==> src/rtl/writeback_stage_pkg.sv <==
// Shared types and constants for the writeback stage: register word/tag types,
// load funct3 encodings and the writeback FSM state enum.
package writeback_stage_pkg;

  localparam int WORD_W = 32;
  localparam int TAG_W  = 5;

  typedef logic [WORD_W-1:0] word_t;
  typedef logic [TAG_W-1:0]  tag_t;

  localparam logic [2:0] F3_LB  = 3'b000;
  localparam logic [2:0] F3_LH  = 3'b001;
  localparam logic [2:0] F3_LW  = 3'b010;
  localparam logic [2:0] F3_LBU = 3'b100;
  localparam logic [2:0] F3_LHU = 3'b101;

  typedef enum logic {
    WB_IDLE      = 1'b0,
    WB_WAIT_LOAD = 1'b1
  } wb_state_t;

endpackage

==> src/rtl/writeback_stage_load_extract.sv <==
// Combinational load data shaping: picks the byte/halfword addressed inside an
// aligned memory word, sign- or zero-extends it and flags misaligned/illegal loads.
module load_extract
  import writeback_stage_pkg::*;
(
  input  logic [2:0] funct3,
  input  logic [1:0] addr,
  input  word_t      rdata,
  output word_t      value,
  output logic       fault
);

  logic [7:0]  w_byte;
  logic [15:0] w_half;

  always_comb begin
    w_byte = rdata[7:0];
    case (addr)
      2'd0:    w_byte = rdata[7:0];
      2'd1:    w_byte = rdata[15:8];
      2'd2:    w_byte = rdata[23:16];
      default: w_byte = rdata[31:24];
    endcase
    w_half = addr[1] ? rdata[31:16] : rdata[15:0];
  end

  always_comb begin
    value = '0;
    fault = 1'b0;
    case (funct3)
      F3_LB:   value = {{24{w_byte[7]}}, w_byte};
      F3_LBU:  value = {24'b0, w_byte};
      F3_LH: begin
        value = {{16{w_half[15]}}, w_half};
        fault = addr[0];
      end
      F3_LHU: begin
        value = {16'b0, w_half};
        fault = addr[0];
      end
      F3_LW: begin
        value = rdata;
        fault = (addr != 2'b00);
      end
      default: fault = 1'b1;
    endcase
  end

endmodule

==> src/rtl/writeback_stage.sv <==
// Final pipeline stage: retires ALU results immediately and parks loads in
// WAIT_LOAD until memory returns data, then writes the register file.
module writeback_stage
  import writeback_stage_pkg::*;
#(
  parameter int INSTRET_WIDTH = 64
) (
  input  logic                     clock,
  input  logic                     reset,
  input  logic                     in_valid,
  output logic                     in_ready,
  input  logic                     in_write_rd,
  input  tag_t                     in_rd,
  input  word_t                    in_result,
  input  logic                     in_is_load,
  input  logic [2:0]               in_funct3,
  input  logic                     mem_rvalid,
  input  word_t                    mem_rdata,
  output logic                     write_rd,
  output tag_t                     rd,
  output word_t                    rd_value,
  output logic                     retire,
  output logic                     load_fault,
  output logic [INSTRET_WIDTH-1:0] instret,
  output logic                     dbg_state
);

  // Handshake: an instruction transfers on a rising edge where in_valid and
  // in_ready are both 1; in_ready depends only on state, never on in_valid.

  wb_state_t r_state;
  wb_state_t w_state_next;

  logic       r_load_wr;
  tag_t       r_load_rd;
  logic [2:0] r_load_funct3;
  logic [1:0] r_load_addr;

  logic                     r_write_rd;
  tag_t                     r_rd;
  word_t                    r_rd_value;
  logic                     r_retire;
  logic                     r_load_fault;
  logic [INSTRET_WIDTH-1:0] r_instret;

  logic  w_capture;
  logic  w_retire;
  logic  w_write;
  logic  w_fault;
  tag_t  w_rd;
  word_t w_value;
  word_t w_ext_value;
  logic  w_ext_fault;

  load_extract u_load_extract (
    .funct3 (r_load_funct3),
    .addr   (r_load_addr),
    .rdata  (mem_rdata),
    .value  (w_ext_value),
    .fault  (w_ext_fault)
  );

  always_ff @(posedge clock) begin
    if (reset) r_state <= WB_IDLE;
    else       r_state <= w_state_next;
  end

  always_comb begin
    w_state_next = r_state;
    w_capture    = 1'b0;
    w_retire     = 1'b0;
    w_write      = 1'b0;
    w_fault      = 1'b0;
    w_rd         = r_rd;
    w_value      = r_rd_value;
    case (r_state)
      WB_IDLE: begin
        if (in_valid) begin
          if (in_is_load) begin
            w_capture    = 1'b1;
            w_state_next = WB_WAIT_LOAD;
          end else begin
            w_retire = 1'b1;
            w_write  = in_write_rd && (in_rd != '0);
            w_rd     = in_rd;
            w_value  = in_result;
          end
        end
      end
      WB_WAIT_LOAD: begin
        if (mem_rvalid) begin
          w_state_next = WB_IDLE;
          if (w_ext_fault) begin
            w_fault = 1'b1;
          end else begin
            w_retire = 1'b1;
            w_write  = r_load_wr && (r_load_rd != '0);
            w_rd     = r_load_rd;
            w_value  = w_ext_value;
          end
        end
      end
      default: w_state_next = WB_IDLE;
    endcase
  end

  always_ff @(posedge clock) begin
    if (reset) begin
      r_write_rd    <= 1'b0;
      r_rd          <= '0;
      r_rd_value    <= '0;
      r_retire      <= 1'b0;
      r_load_fault  <= 1'b0;
      r_instret     <= '0;
      r_load_wr     <= 1'b0;
      r_load_rd     <= '0;
      r_load_funct3 <= '0;
      r_load_addr   <= '0;
    end else begin
      r_write_rd   <= w_write;
      r_retire     <= w_retire;
      r_load_fault <= w_fault;
      // rd/rd_value only move on a retire so they hold across faults and idles
      if (w_retire) begin
        r_rd       <= w_rd;
        r_rd_value <= w_value;
        r_instret  <= r_instret + INSTRET_WIDTH'(1);
      end
      if (w_capture) begin
        r_load_wr     <= in_write_rd;
        r_load_rd     <= in_rd;
        r_load_funct3 <= in_funct3;
        r_load_addr   <= in_result[1:0];
      end
    end
  end

  assign in_ready   = (r_state == WB_IDLE);
  assign write_rd   = r_write_rd;
  assign rd         = r_rd;
  assign rd_value   = r_rd_value;
  assign retire     = r_retire;
  assign load_fault = r_load_fault;
  assign instret    = r_instret;
  assign dbg_state  = r_state;

endmodule

==> config.mk <==
export PLATFORM = sky130hd
export DESIGN_NAME = writeback_stage
export DESIGN_NICKNAME = d
export VERILOG_FILES = /design/src/rtl/writeback_stage_pkg.sv /design/src/rtl/writeback_stage_load_extract.sv /design/src/rtl/writeback_stage.sv
export SDC_FILE = /design/constraint.sdc
export NUM_CORES = 1
export LEC_CHECK = 0
export CORE_MARGIN = 5
export CORE_UTILIZATION = 43
export DETAILED_ROUTE_END_ITERATION = 10
export PLACE_DENSITY_LB_ADDON = 0.08
export RECOVER_POWER = 25
export SLEW_MARGIN = 20
export SYNTH_ARGS = -nofsm -noshare
export SYNTH_HDL_FRONTEND = slang
export SYNTH_HIERARCHICAL = 1
export SYNTH_SLANG_ARGS = --single-unit
==> constraint.sdc <==
create_clock -name clock -period 2.6 [get_ports clock]
set_clock_uncertainty 0.05 [all_clocks]
set_input_delay 0.39 -clock clock [delete_from_list [all_inputs] [get_ports clock]]
set_output_delay 0.39 -clock clock [all_outputs]
set_load 0.02 [all_outputs]
==> results.sh <==
export IMPL_drt_iter0_markers=308
export IMPL_dp_cells=1031
export IMPL_r2r_start="r_load_funct3[2]"
export IMPL_worstPathMaxFanout=5
export IMPL_yosysSeqAreaShare_pct=39.08
export IMPL_syn_area_per_cell_um2=8.816
export IMPL_r2r_worst_path_cells=9
export IMPL_hold_path_startpoint="reset"
export IMPL_htreeDepth=4
export IMPL_grt_use_total_pct=22.25
export IMPL_ys_ff_latch=116
export IMPL_dr_wl_met2_um=9182
export IMPL_hold_viol_final=0
export IMPL_cpMostUsedCell="buf_6"
export IMPL_dpl_hpwl_um=13420
export IMPL_antenna_found_initial=0
export IMPL_cts_hold_buf=0
export IMPL_grt_remaining_overflow=0
export IMPL_die_area_um2=16270
export IMPL_cap_violations=0
export IMPL_outcome="complete, no violations"
export IMPL_required_ns=2.90
export IMPL_nNetsFinal=966
export IMPL_holdPathEnd="instret[11]"
export IMPL_die_h_um=127.6
export IMPL_syn_inst=674
export IMPL_first_pass_iters=6
export IMPL_start_util_pct=43.31
export IMPL_diodes=0
export IMPL_max_freq_ghz=0.3872
export IMPL_cts_sinks=116
export IMPL_port_buffers=183
export IMPL_rsz0062_at_grt="true"
export IMPL_multi_input_area_um2=3490
export IMPL_min_path_type="in2reg"
export IMPL_worst_pin_slew_ns=0.7349
export IMPL_ys_types=59
export IMPL_wl_per_cell_um=17.31
export IMPL_tritoncts="built"
export IMPL_peakVddDrop_mv=0.3990
export IMPL_cts_clk_slew_worst_paths_ns=0.06
export IMPL_ant_nets=0
export IMPL_placed_area_um2=8103
export IMPL_path_delay_family="compound AO/OA/AOI/OAI gates"
export IMPL_seq_area_um2=2325
export IMPL_wl_um=18680
export IMPL_fin_setup_tns_ns=0
export IMPL_viasPerCell=5.623
export IMPL_cts_root_buf="clkbuf_16"
export IMPL_layout_setup_ws_ns=0.01715
export IMPL_async_flop_share_pct=0
export IMPL_highest_layer="met4"
export IMPL_p_per_area_nw_per_um2=554.5
export IMPL_end_kind="register"
export IMPL_fin_crit_ns=2.583
export IMPL_grt_pass1_vias=5877
export IMPL_grt_max_degree=79
export IMPL_p_leak_nw=3.082
export IMPL_slew_violations=0
export IMPL_numCtsBuffers=17
export IMPL_instances_no_fill=1079
export IMPL_n_fill_cell=1165
export IMPL_coreArea_um2=13720
export IMPL_vias=6067
export IMPL_arrival_ns=2.88
export IMPL_syn_num_nets=753
export IMPL_setup_viol=0
export IMPL_rrSetupSlack_ns=0.02
export IMPL_period_share_pct=99.34
export IMPL_synth_edf_count=0
export IMPL_start_kind="register"
export IMPL_fin_hold_ws_ns=0.4008
export IMPL_ys_flop_type="dfxtp_1"
export IMPL_crit_chain="o31a_2 > o22a_2 > nand3b_1 > buf_6 > buf_6 > buf_4 > a211o_4 > or4_4 > a21oi_2"
export IMPL_layout_drive_gt1_share_pct=15.46
export IMPL_worst_path_buf_inv=3
export IMPL_worstSetupPathType="reg2reg"
export IMPL_dr_wl_met3_um=1552
export IMPL_grt_first_pass_wirelength_um=29210
export IMPL_whs_path_depth=2
export IMPL_rows=43
export IMPL_insertion_delay_ns=0.42
export IMPL_reg2reg_to="instret[34]"
export IMPL_cts_buffer_depth=2
export IMPL_finish_instance_area_um2=8929
export IMPL_wl_met1_um=7482
export IMPL_dieWidth_um=127.6
export IMPL_slowest_delay_ns=0.48
export IMPL_drc_errors=0
export IMPL_max_slew_margin_pct=50.87
export IMPL_place_congestion=0.9193
export IMPL_syn_cell_area_um2=5942
export IMPL_slowest_stage="or4_4"
export IMPL_detailedPlace_worstSlack_ns=-0.2402
export IMPL_syn2layout_area_growth_pct=50.26
export IMPL_yosys_warnings=6
export IMPL_ioPinCount=184
[cell usage after synthesis, types with 2 or more instances]
cell type / n / share of area [%]
buf_2: 5 / 0.42
or2_2: 5 / 0.53
nor2b_1: 9 / 0.95
and3_1: 4 / 0.42
a21oi_1: 40 / 3.4
nor4_1: 11 / 1.2
xor2_1: 13 / 1.9
o31ai_1: 15 / 1.9
a211oi_1: 37 / 4.7
a21o_1: 2 / 0.25
nand2_1: 29 / 1.8
inv_1: 12 / 0.76
o21ai_0: 21 / 1.8
mux2_2: 3 / 0.57
a221o_1: 11 / 1.9
or3_1: 20 / 2.1
nor3b_1: 3 / 0.38
nand4_1: 19 / 2.0
xnor2_1: 14 / 2.1
nor3b_2: 3 / 0.63
mux2i_1: 55 / 9.3
a211o_1: 5 / 0.74
and4_1: 3 / 0.44
nand3_1: 24 / 2.0
buf_6: 3 / 0.57
nor3_1: 7 / 0.59
a21o_2: 16 / 2.4
nor2_1: 92 / 5.8
or4_1: 17 / 2.1
dfxtp_1: 116 / 39
clkbuf_1: 24 / 1.5
buf_1: 9 / 0.57
[per-layer routing]
metal  track usage (%)  vias to the layer above
li1                  -                     2925
met1             25.05                     2889
met2             37.53                      210
met3             8.946                       43
met4             8.896                        0
met5                 0                        -
[cells by family after synthesis]
logic type	synth area share, %
buf+inv	3.959
mux	10.21
compound gates	19.01
flops	39.08
fa+ha+maj	0.2105
simple gates	23.54
xor+xnor	3.980
[final cells by class]
| class | instances | area share [%] |
|---|---|---|
| multi-input combinational | 506 | 39.08 |
| clock buffer | 23 | 5.465 |
| clock inverter | 8 | 1.121 |
| timing repair buffer | 234 | 25.27 |
| tap | 180 | 2.522 |
| inverter | 12 | 0.5045 |
| sequential | 116 | 26.04 |
[power breakdown]
group          switching (mW)  total (mW)  internal [mW]
Clock                   0.810        2.31           1.50
Combinational           0.365       0.755          0.390
Sequential             0.0380        1.88           1.85
[timing repair]
item | 4_1_cts | 5_1_grt
setup buffers | 7 | 8
hold endpoints to repair | 0 | 0
setup endpoints to repair | 9 | 37
gates resized for setup | 5 | 19
gates cloned | 0 | 2
pin swaps | 3 | 15
[how the worst max path moves through the flow]
| stage | start | endpoint | cells past startpoint |
|---|---|---|---|
| final | r_load_funct3[2] | instret[34] | 9 |
| after global routing | r_load_funct3[2] | instret[52] | 9 |
| after CTS | r_load_funct3[2] | instret[34] | 8 |
| after detailed placement | in_valid | instret[52] | 6 |
| after global placement | in_valid | instret[52] | 6 |
| after floorplan | r_load_addr[1] | instret[10] | 10 |
[sequential cells by signal (all words and copies together) (netlist names)]
name	flops
instret	64
rd_value	32
r_load_rd	5
rd	5
r_load_funct3	3
r_load_addr	2
dbg_state	1
load_fault	1
r_load_wr	1
retire	1
write_rd	1
[cells in the final DEF, fill, tap and decap left out, drive strengths merged, types with 19 or more instances in the layout]
| cell type | count |
|---|---|
| clkdlybuf4s50 | 182 |
| dfxtp | 116 |
| nor2 | 92 |
| mux2i | 55 |
| buf | 52 |
| a21oi | 40 |
| a211oi | 38 |
| nand2 | 30 |
| nand3 | 26 |
| clkbuf | 23 |
| o21ai | 21 |
| or3 | 20 |
| nand4 | 19 |
[through the flow]
step	total power [mW]	util, %
final	4.951	65.08
after CTS	4.987	63.89
after global placement	2.654	59.06
after global routing	5.127	65.08
after floorplan	2.329	-
after detailed placement	2.664	59.06
No activity file was read; power rests on OpenSTA's default activity.
